`config.mk`:
```
export PLATFORM = sky130hd
export DESIGN_NAME = paddle_controller
export DESIGN_NICKNAME = d
export VERILOG_FILES = /design/src/rtl/paddle_controller.sv
export SDC_FILE = /design/constraint.sdc
export NUM_CORES = 1
export LEC_CHECK = 0
export CAP_MARGIN = 25
export CORE_MARGIN = 10
export CORE_UTILIZATION = 50
export DETAILED_ROUTE_END_ITERATION = 10
export HOLD_SLACK_MARGIN = 0.02
export PLACE_DENSITY_LB_ADDON = 0.2
export SLEW_MARGIN = 20
export SYNTH_ARGS = -nofsm -noshare
export SYNTH_HDL_FRONTEND = slang
export SYNTH_SLANG_ARGS = --single-unit
```
`constraint.sdc`:
```
create_clock -name clk -period 2.55 [get_ports clk]
set_clock_uncertainty 0.05 [all_clocks]
set_input_delay 0.51 -clock clk [delete_from_list [all_inputs] [get_ports clk]]
set_output_delay 0.51 -clock clk [all_outputs]
set_load 0.01 [all_outputs]
```
`src/rtl/paddle_controller.sv`:
```
// Paddle position sequencer for one pong player: button moves with auto-repeat,
// blink-after-miss recovery and re-centring. Outputs are registered.
//   state     | meaning
//   PLAY      | buttons move the paddle, miss starts recovery
//   BLINK_OFF | paddle blanked, counting ticks
//   BLINK_ON  | paddle shown, counting ticks and blink cycles
//   RECENTER  | one cycle: pos back to centre, then PLAY
module paddle_controller #(
    parameter int WIDTH       = 4,
    parameter int BIT_WIDTH   = 2,
    parameter int PAD_LEN     = 2,
    parameter int REPEAT      = 4,
    parameter int BLINK_TICKS = 2,
    parameter int BLINK_COUNT = 3
) (
    input  logic                 clk,
    input  logic                 rst_n,
    input  logic                 tick,
    input  logic                 btn_left,
    input  logic                 btn_right,
    input  logic                 miss,
    output logic [BIT_WIDTH-1:0] state_left,
    output logic [BIT_WIDTH-1:0] state_right,
    output logic                 en,
    output logic                 busy
);
    localparam int RPT_W = (REPEAT > 1)      ? $clog2(REPEAT)      : 1;
    localparam int TCK_W = (BLINK_TICKS > 1) ? $clog2(BLINK_TICKS) : 1;
    localparam int BLK_W = (BLINK_COUNT > 1) ? $clog2(BLINK_COUNT) : 1;

    localparam logic [BIT_WIDTH-1:0] MAXPOS    = BIT_WIDTH'(WIDTH - PAD_LEN);
    localparam logic [BIT_WIDTH-1:0] CENTER    = BIT_WIDTH'((WIDTH - PAD_LEN) / 2);
    localparam logic [BIT_WIDTH-1:0] RIGHT_OFS = BIT_WIDTH'(PAD_LEN - 1);
    localparam logic [RPT_W-1:0]     RPT_LAST  = RPT_W'(REPEAT - 1);
    localparam logic [TCK_W-1:0]     TCK_LAST  = TCK_W'(BLINK_TICKS - 1);
    localparam logic [BLK_W-1:0]     BLK_LAST  = BLK_W'(BLINK_COUNT - 1);

    typedef enum logic [1:0] {
        PLAY      = 2'd0,
        BLINK_OFF = 2'd1,
        BLINK_ON  = 2'd2,
        RECENTER  = 2'd3
    } state_t;

    state_t               r_state;
    logic [BIT_WIDTH-1:0] r_left;
    logic [BIT_WIDTH-1:0] r_right;
    logic                 r_en;
    logic                 r_busy;
    logic [RPT_W-1:0]     r_rpt;
    logic [TCK_W-1:0]     r_tck;
    logic [BLK_W-1:0]     r_blk;
    logic                 r_btn_l_q;
    logic                 r_btn_r_q;

    logic                 w_press_l;
    logic                 w_press_r;
    logic                 w_release;
    logic                 w_both;
    logic                 w_hold_one;
    logic                 w_rpt_clr;
    logic                 w_rpt_fire;
    logic                 w_mv_l;
    logic                 w_mv_r;
    logic [BIT_WIDTH-1:0] w_pos_next;

    assign w_press_l  = btn_left  & ~r_btn_l_q;
    assign w_press_r  = btn_right & ~r_btn_r_q;
    assign w_release  = (~btn_left & r_btn_l_q) | (~btn_right & r_btn_r_q);
    assign w_both     = btn_left & btn_right;
    assign w_hold_one = (btn_left & r_btn_l_q) ^ (btn_right & r_btn_r_q);
    assign w_rpt_clr  = w_press_l | w_press_r | w_release | w_both;
    assign w_rpt_fire = tick & w_hold_one & ~w_rpt_clr & (r_rpt == RPT_LAST);

    // Both buttons high suppresses every move, pressed or repeated.
    assign w_mv_l = ~w_both & (w_press_l | (w_rpt_fire & btn_left));
    assign w_mv_r = ~w_both & (w_press_r | (w_rpt_fire & btn_right));

    always_comb begin
        w_pos_next = r_left;
        if (w_mv_l && (r_left != '0)) begin
            w_pos_next = r_left - 1'b1;
        end else if (w_mv_r && (r_left < MAXPOS)) begin
            w_pos_next = r_left + 1'b1;
        end
    end

    always_ff @(posedge clk or negedge rst_n) begin
        if (!rst_n) begin
            r_state   <= PLAY;
            r_left    <= CENTER;
            r_right   <= CENTER + RIGHT_OFS;
            r_en      <= 1'b1;
            r_busy    <= 1'b0;
            r_rpt     <= '0;
            r_tck     <= '0;
            r_blk     <= '0;
            r_btn_l_q <= 1'b0;
            r_btn_r_q <= 1'b0;
        end else begin
            // History tracks in every state so a button held through recovery is not a new press.
            r_btn_l_q <= btn_left;
            r_btn_r_q <= btn_right;
            case (r_state)
                PLAY: begin
                    if (miss) begin
                        r_state <= BLINK_OFF;
                        r_en    <= 1'b0;
                        r_busy  <= 1'b1;
                        r_tck   <= '0;
                        r_blk   <= '0;
                    end else begin
                        r_left  <= w_pos_next;
                        r_right <= w_pos_next + RIGHT_OFS;
                        if (w_rpt_clr) begin
                            r_rpt <= '0;
                        end else if (tick && w_hold_one) begin
                            r_rpt <= (r_rpt == RPT_LAST) ? '0 : r_rpt + 1'b1;
                        end
                    end
                end
                BLINK_OFF: begin
                    if (tick) begin
                        if (r_tck == TCK_LAST) begin
                            r_state <= BLINK_ON;
                            r_en    <= 1'b1;
                            r_tck   <= '0;
                        end else begin
                            r_tck <= r_tck + 1'b1;
                        end
                    end
                end
                BLINK_ON: begin
                    if (tick) begin
                        if (r_tck == TCK_LAST) begin
                            r_tck <= '0;
                            if (r_blk == BLK_LAST) begin
                                r_state <= RECENTER;
                                r_blk   <= '0;
                            end else begin
                                r_state <= BLINK_OFF;
                                r_blk   <= r_blk + 1'b1;
                                r_en    <= 1'b0;
                            end
                        end else begin
                            r_tck <= r_tck + 1'b1;
                        end
                    end
                end
                RECENTER: begin
                    r_left  <= CENTER;
                    r_right <= CENTER + RIGHT_OFS;
                    r_rpt   <= '0;
                    r_busy  <= 1'b0;
                    r_state <= PLAY;
                end
                default: r_state <= PLAY;
            endcase
        end
    end

    assign state_left  = r_left;
    assign state_right = r_right;
    assign en          = r_en;
    assign busy        = r_busy;
endmodule
```
; ---- Word-level counts from Yosys, hierarchy flattened
; Index checks and enable logic that the tools add are counted.
[op_classes]
addsub = 6
order_cmp = 1
eq_ne = 14
mux = 35
bitwise_logic = 27
n_reduce_logical = 17
[op_table]
columns = operator, n
row1 = two-way mux 2 bit, 18
row2 = case mux 2 bit (2 select lines), 4
row3 = bitwise AND 1 bit, 14
row4 = "inequality test 2 bit, second input constant", 7
row5 = two-way mux 1 bit, 9
row6 = "adder 2 x 1 -> 2 bit, second input constant", 4
row7 = "equality test 2 bit, second input constant", 4
row8 = case mux 2 bit (4 select lines), 1
row9 = nonzero test 2 bit, 4
row10 = AND reduction 7 bit, 1
row11 = inverter 1 bit, 6
row12 = bitwise OR 1 bit, 6
row13 = AND reduction 3 bit, 2
row14 = AND reduction 5 bit, 1
row15 = case mux 1 bit (2 select lines), 2
row16 = AND reduction 2 bit, 2
row17 = AND reduction 4 bit, 1
row18 = logical AND 1 bit, 3
row19 = "inequality test 3 bit, second input constant", 1
row20 = case mux 1 bit (3 select lines), 1
row21 = nonzero test 3 bit, 1
row22 = "equality test 2 x 1 -> 1 bit, second input constant", 1
row23 = logical NOT 2 bit, 1
row24 = "less-than comparator 2 bit, second input constant", 1
row25 = 5 further kinds, 5
[totals]
register_bits = 15
out_inout_bits = 6
elab_cells = 110

; ---- Longest topological paths before layout
[logic_depth]
depth_word = 17
mapped_depth = 8
depth_no_buf = 8

; ---- Least setup slack after synthesis
; No wires, ideal clock.
[synth_timing]
kind = flip-flop to flip-flop
from = register r_left[0], in the netlist state_left[0]
to = register r_right[1], in the netlist state_right[1]
arrival_time_ns = 2.054
setup_slack_ns = 0.353
path_stages_with_launch = 9
path_buffers = 0
period_less_slack_ns = 2.197
path_cell_list = dfstp_2 -> inv_1 -> ha_1 -> or3b_1 -> a211o_1 -> o31ai_2 -> xnor3_1 -> nor3_2 -> a21oi_1
[synth_between]
elab_chain_cells = 7
word_cells_on_any_way = 11
cone_classes = add/sub (3) / order compare (1) / mux (4) / reduce/logical (3)
[synth_rtl]
columns = element, line_no
row1 = from (decl), 46  ; logic [BIT_WIDTH-1:0] r_left;
row2 = from (signal assigned), 113  ; r_left <= w_pos_next;
row3 = less-than comparator 2 bit, 83  ; end else if (w_mv_r && (r_left < MAXPOS)) begin
row4 = logical AND 1 bit, 83
row5 = two-way mux 2 bit, 83
row6 = two-way mux 2 bit (*), 81  ; if (w_mv_l && (r_left != '0)) begin
row7 = adder 2 x 1 -> 2 bit (*), 114  ; r_right <= w_pos_next + RIGHT_OFS;
row8 = two-way mux 2 bit (*), 106  ; if (miss) begin
row9 = case mux 2 bit (2 select lines) (*), 104  ; case (r_state)
row10 = to (signal assigned), 92  ; r_right <= CENTER + RIGHT_OFS;
row11 = to (signal assigned), 114
row12 = to (signal assigned), 152  ; r_right <= CENTER + RIGHT_OFS;
row13 = to (decl), 47  ; logic [BIT_WIDTH-1:0] r_right;
; Every way passes the cells marked *; elsewhere a longest branch is shown, timed or not. The select of a mux whose other input is x is not followed.
; A chain may end at the register's enable or synchronous reset.

; ---- Final worst setup path
; Same ends and word-level chain as after synthesis.

==> run_results.csv <==
group,metric,value,unit
run_status,status,"completed",
detailed_routing,viasPerCell,5.58,
finish,seq_area,379,um^2
yosys,synth_edf_count,0,
sta,setup_viol,0,
global_route,grt_max_degree,16,
power,intPower,0.743,mW
global_route,grt_pass1_vias,837,
clock_tree,clockBufferDepth,2,
sta,finalCriticalPeriod,2.33,ns
yosys,synth-seq-cells,15,
detailed_routing,drt_first_iter_violations,47,
clock_tree,numCtsBuffers,3,
floorplanning,io_pins,12,
clock_tree,post_cts_resize_count,0,
clock_tree,clk_latency,0.28,ns
clock_tree,cts_root_buf,"clkbuf_4",
yosys,ys_types,35,
clock_tree,cts_max_level,1,
sta,finalHoldViolations,0,
clock_tree,cts_tree,"built",
worst_setup_path,worst-setup-path-type,"reg2reg",
global_route,grt_antenna_before_repair,0,
worst_setup_path,worstPathRequired,2.71,ns
worst_setup_path,worstSetupStartpointType,"register",
run,drv_cap,0,
finish,layout.cells.most_common,"nand2_1",
sta,setup_slack,0.217,ns
floorplanning,die_area,4150,um^2
finish,layout-drive-gt1-share,10.9,%
yosys,synth_fp_nets,124,
floorplanning,die_y,64.4,um
yosys,synth.avg_cell_area,8.80,um^2
power,p_switching,0.509,mW
clock_tree,cts_hold_buffers,0,
global_route,grt_pass1_wl,3800,um
power,pwr-share-comb,55.5,%
worst_setup_path,critPathArrivalTime,2.50,ns
yosys,syn_area,986,um^2
global_route,grt_overflow,0,
yosys,ys_seq_area_share,38.5,%
place,port_buffers,11,
power,p_total,1.25,mW
detailed_routing,drc,0,
sta,relSlewSlack,53.8,%
sta,max_freq,0.429,GHz
worst_setup_path,crit_fanout,5,
power,clkPwrFrac,11.1,%
sta,slew_violations,0,
sta,fin_tns_setup,0,ns
sta,fin_crit_sh,91.5,%
worst_setup_path,end_kind,"register",
floorplanning,start_util,51.3,%
power,leakage,0.520,nW
floorplanning,std_cell_rows,16,
clock_tree,cts.sinks,15,
detailed_routing,via_count,865,
sta,max_slew.worst_pin.slew,0.691,ns
detailed_routing,ant_nets,0,
yosys,ys_warn_count,0,
yosys,synth_cells,112,
finish,fill_cells,188,
sta,rsz0062_at_grt,"no",
power,ir_worst_vdd,0.709,mV
power,seq_power_share,33.5,%
finish,final_cell_mix,"nand2_1 (14), dfrtp_1 (12), clkdlybuf4s50_1 (11)",
floorplanning,die_x,64.4,um
global_route,grt.total_usage,11.2,%
yosys,synth-async-reset-ratio,100,%
finish,fin_area,1170,um^2
place,preCtsSetupSlack,0.0250,ns
min_path,min_path_type,"reg2reg",
power,p_sw_share,40.7,%
finish,area.growth.synth_to_final,19.2,%
detailed_routing,wirelength,2210,um
finish,nets,141,
power,power_density,1070,nW/um^2
finish,antenna_cells,0,
place,routabilityCongestion,0.745,
clock_tree,cts_setup_buffers,0,
detailed_routing,wl_per_cell,14.3,um
finish,multiInputGateArea,566,um^2
clock_tree,path_clk_slew,0.10,ns
place,post_dp_cell_area,1150,um^2
yosys,ys.flop_type,"dfrtp_1",
detailed_routing,drt-pass1-iter-count,4,
floorplanning,core_area,1920,um^2
place,dp_hpwl,1700,um
[metal layers]
metal	GRT usage [%]	wire, um
met5	0	0
met4	5.61	40
met3	3.83	123
met2	17.6	1040
met1	13.2	1010
[stage by stage]
| step | std cells | hold slack [ns] | utilization [%] |
|---|---|---|---|
| 2_1_floorplan | 112 | 0.164 | - |
| 3_5_place_dp | 151 | 0.460 | 59.8 |
| 5_1_grt | 155 | 0.504 | 61.1 |
| 3_3_place_gp | 151 | 0.446 | 59.8 |
| 4_1_cts | 155 | 0.482 | 61.1 |
| 6_report | 155 | 0.477 | 61.1 |
[flip-flops by register name (all words and copies together) (netlist names)]
name,cells
r_state,2
en,1
r_rpt,2
r_tck,1
busy,1
r_btn_l_q,1
state_right,2
state_left,2
r_blk,2
r_btn_r_q,1
[logic make-up (layout without fill, tap and decap cells)]
kind of cell / Yosys count / in the layout / share of synthesized area [%]
AOI/OAI and AO/OA: 30 / 30 / 20.2
xor gates and xnor gates: 2 / 2 / 3.17
adders and majority gates: 6 / 6 / 7.61
buffers and inverters: 11 / 27 / 4.19
DFF: 15 / 15 / 38.5
muxes: 3 / 3 / 3.17
and+or+nand+nor: 45 / 45 / 23.2
[area by class of cell]
cell class,count,share of cell area (%)
Multi-Input combinational cell,86,48.1
Timing Repair Buffer,15,11.9
Sequential cell,15,32.3
Clock buffer,4,2.24
Tap cell,27,2.88
Inverter,8,2.56
[final timing paths]
kind	start	end	slack, ns	depth (start not counted)
max	state_left[0]$_DFFE_PN1P_	state_right[1]$_DFFE_PN1P_	0.22	8
min in group asynchronous	rst_n	r_btn_r_q$_DFF_PN0_	0.59	1
min	r_rpt[1]$_DFFE_PN0P_	r_rpt[1]$_DFFE_PN0P_	0.48	1
max in group asynchronous	rst_n	r_state[1]$_DFFE_PN0P_	1.42	1
max reg2reg	state_left[0]$_DFFE_PN1P_	state_right[1]$_DFFE_PN1P_	0.22	8
min reg2reg	r_rpt[1]$_DFFE_PN0P_	r_rpt[1]$_DFFE_PN0P_	0.48	1
[Yosys cell counts (2+ instances only)]
master	number	area [um^2]
nand2_1	14	52.6
dfrtp_1	12	300
a21oi_1	9	45.0
nor2_1	9	33.8
inv_1	8	30.0
o21ai_0	7	35.0
ha_1	6	75.1
nor2b_1	5	31.3
nand3_1	4	20.0
clkbuf_1	3	11.3
dfstp_2	3	78.8
nand2b_1	3	18.8
a221o_1	2	20.0
a22o_1	2	17.5
and2_1	2	12.5
mux2i_1	2	20.0
nand3b_1	2	15.0
o22ai_1	2	12.5
[power by group through the flow]
| stage | logic (mW) | registers (mW) | clock network, mW |
|---|---|---|---|
| 2_1_floorplan | 0.471 | 0.425 | 0 |
| 3_3_place_gp | 0.671 | 0.416 | 0 |
| 3_5_place_dp | 0.700 | 0.421 | 0 |
| 4_1_cts | 0.704 | 0.418 | 0.143 |
| 5_1_grt | 0.777 | 0.435 | 0.152 |
| 6_report | 0.694 | 0.419 | 0.138 |
[worst max-delay path, stage by stage, from the launching register on]
cell and delay, ns:
dfstp_2 0.58, inv_1 0.07, ha_1 0.19, or3b_1 0.36, a211o_1 0.29, o31ai_2 0.10, xnor3_1 0.42, nor3_2 0.12
a21oi_1 0.08
Note: power is estimated with default switching activity, not from simulation.
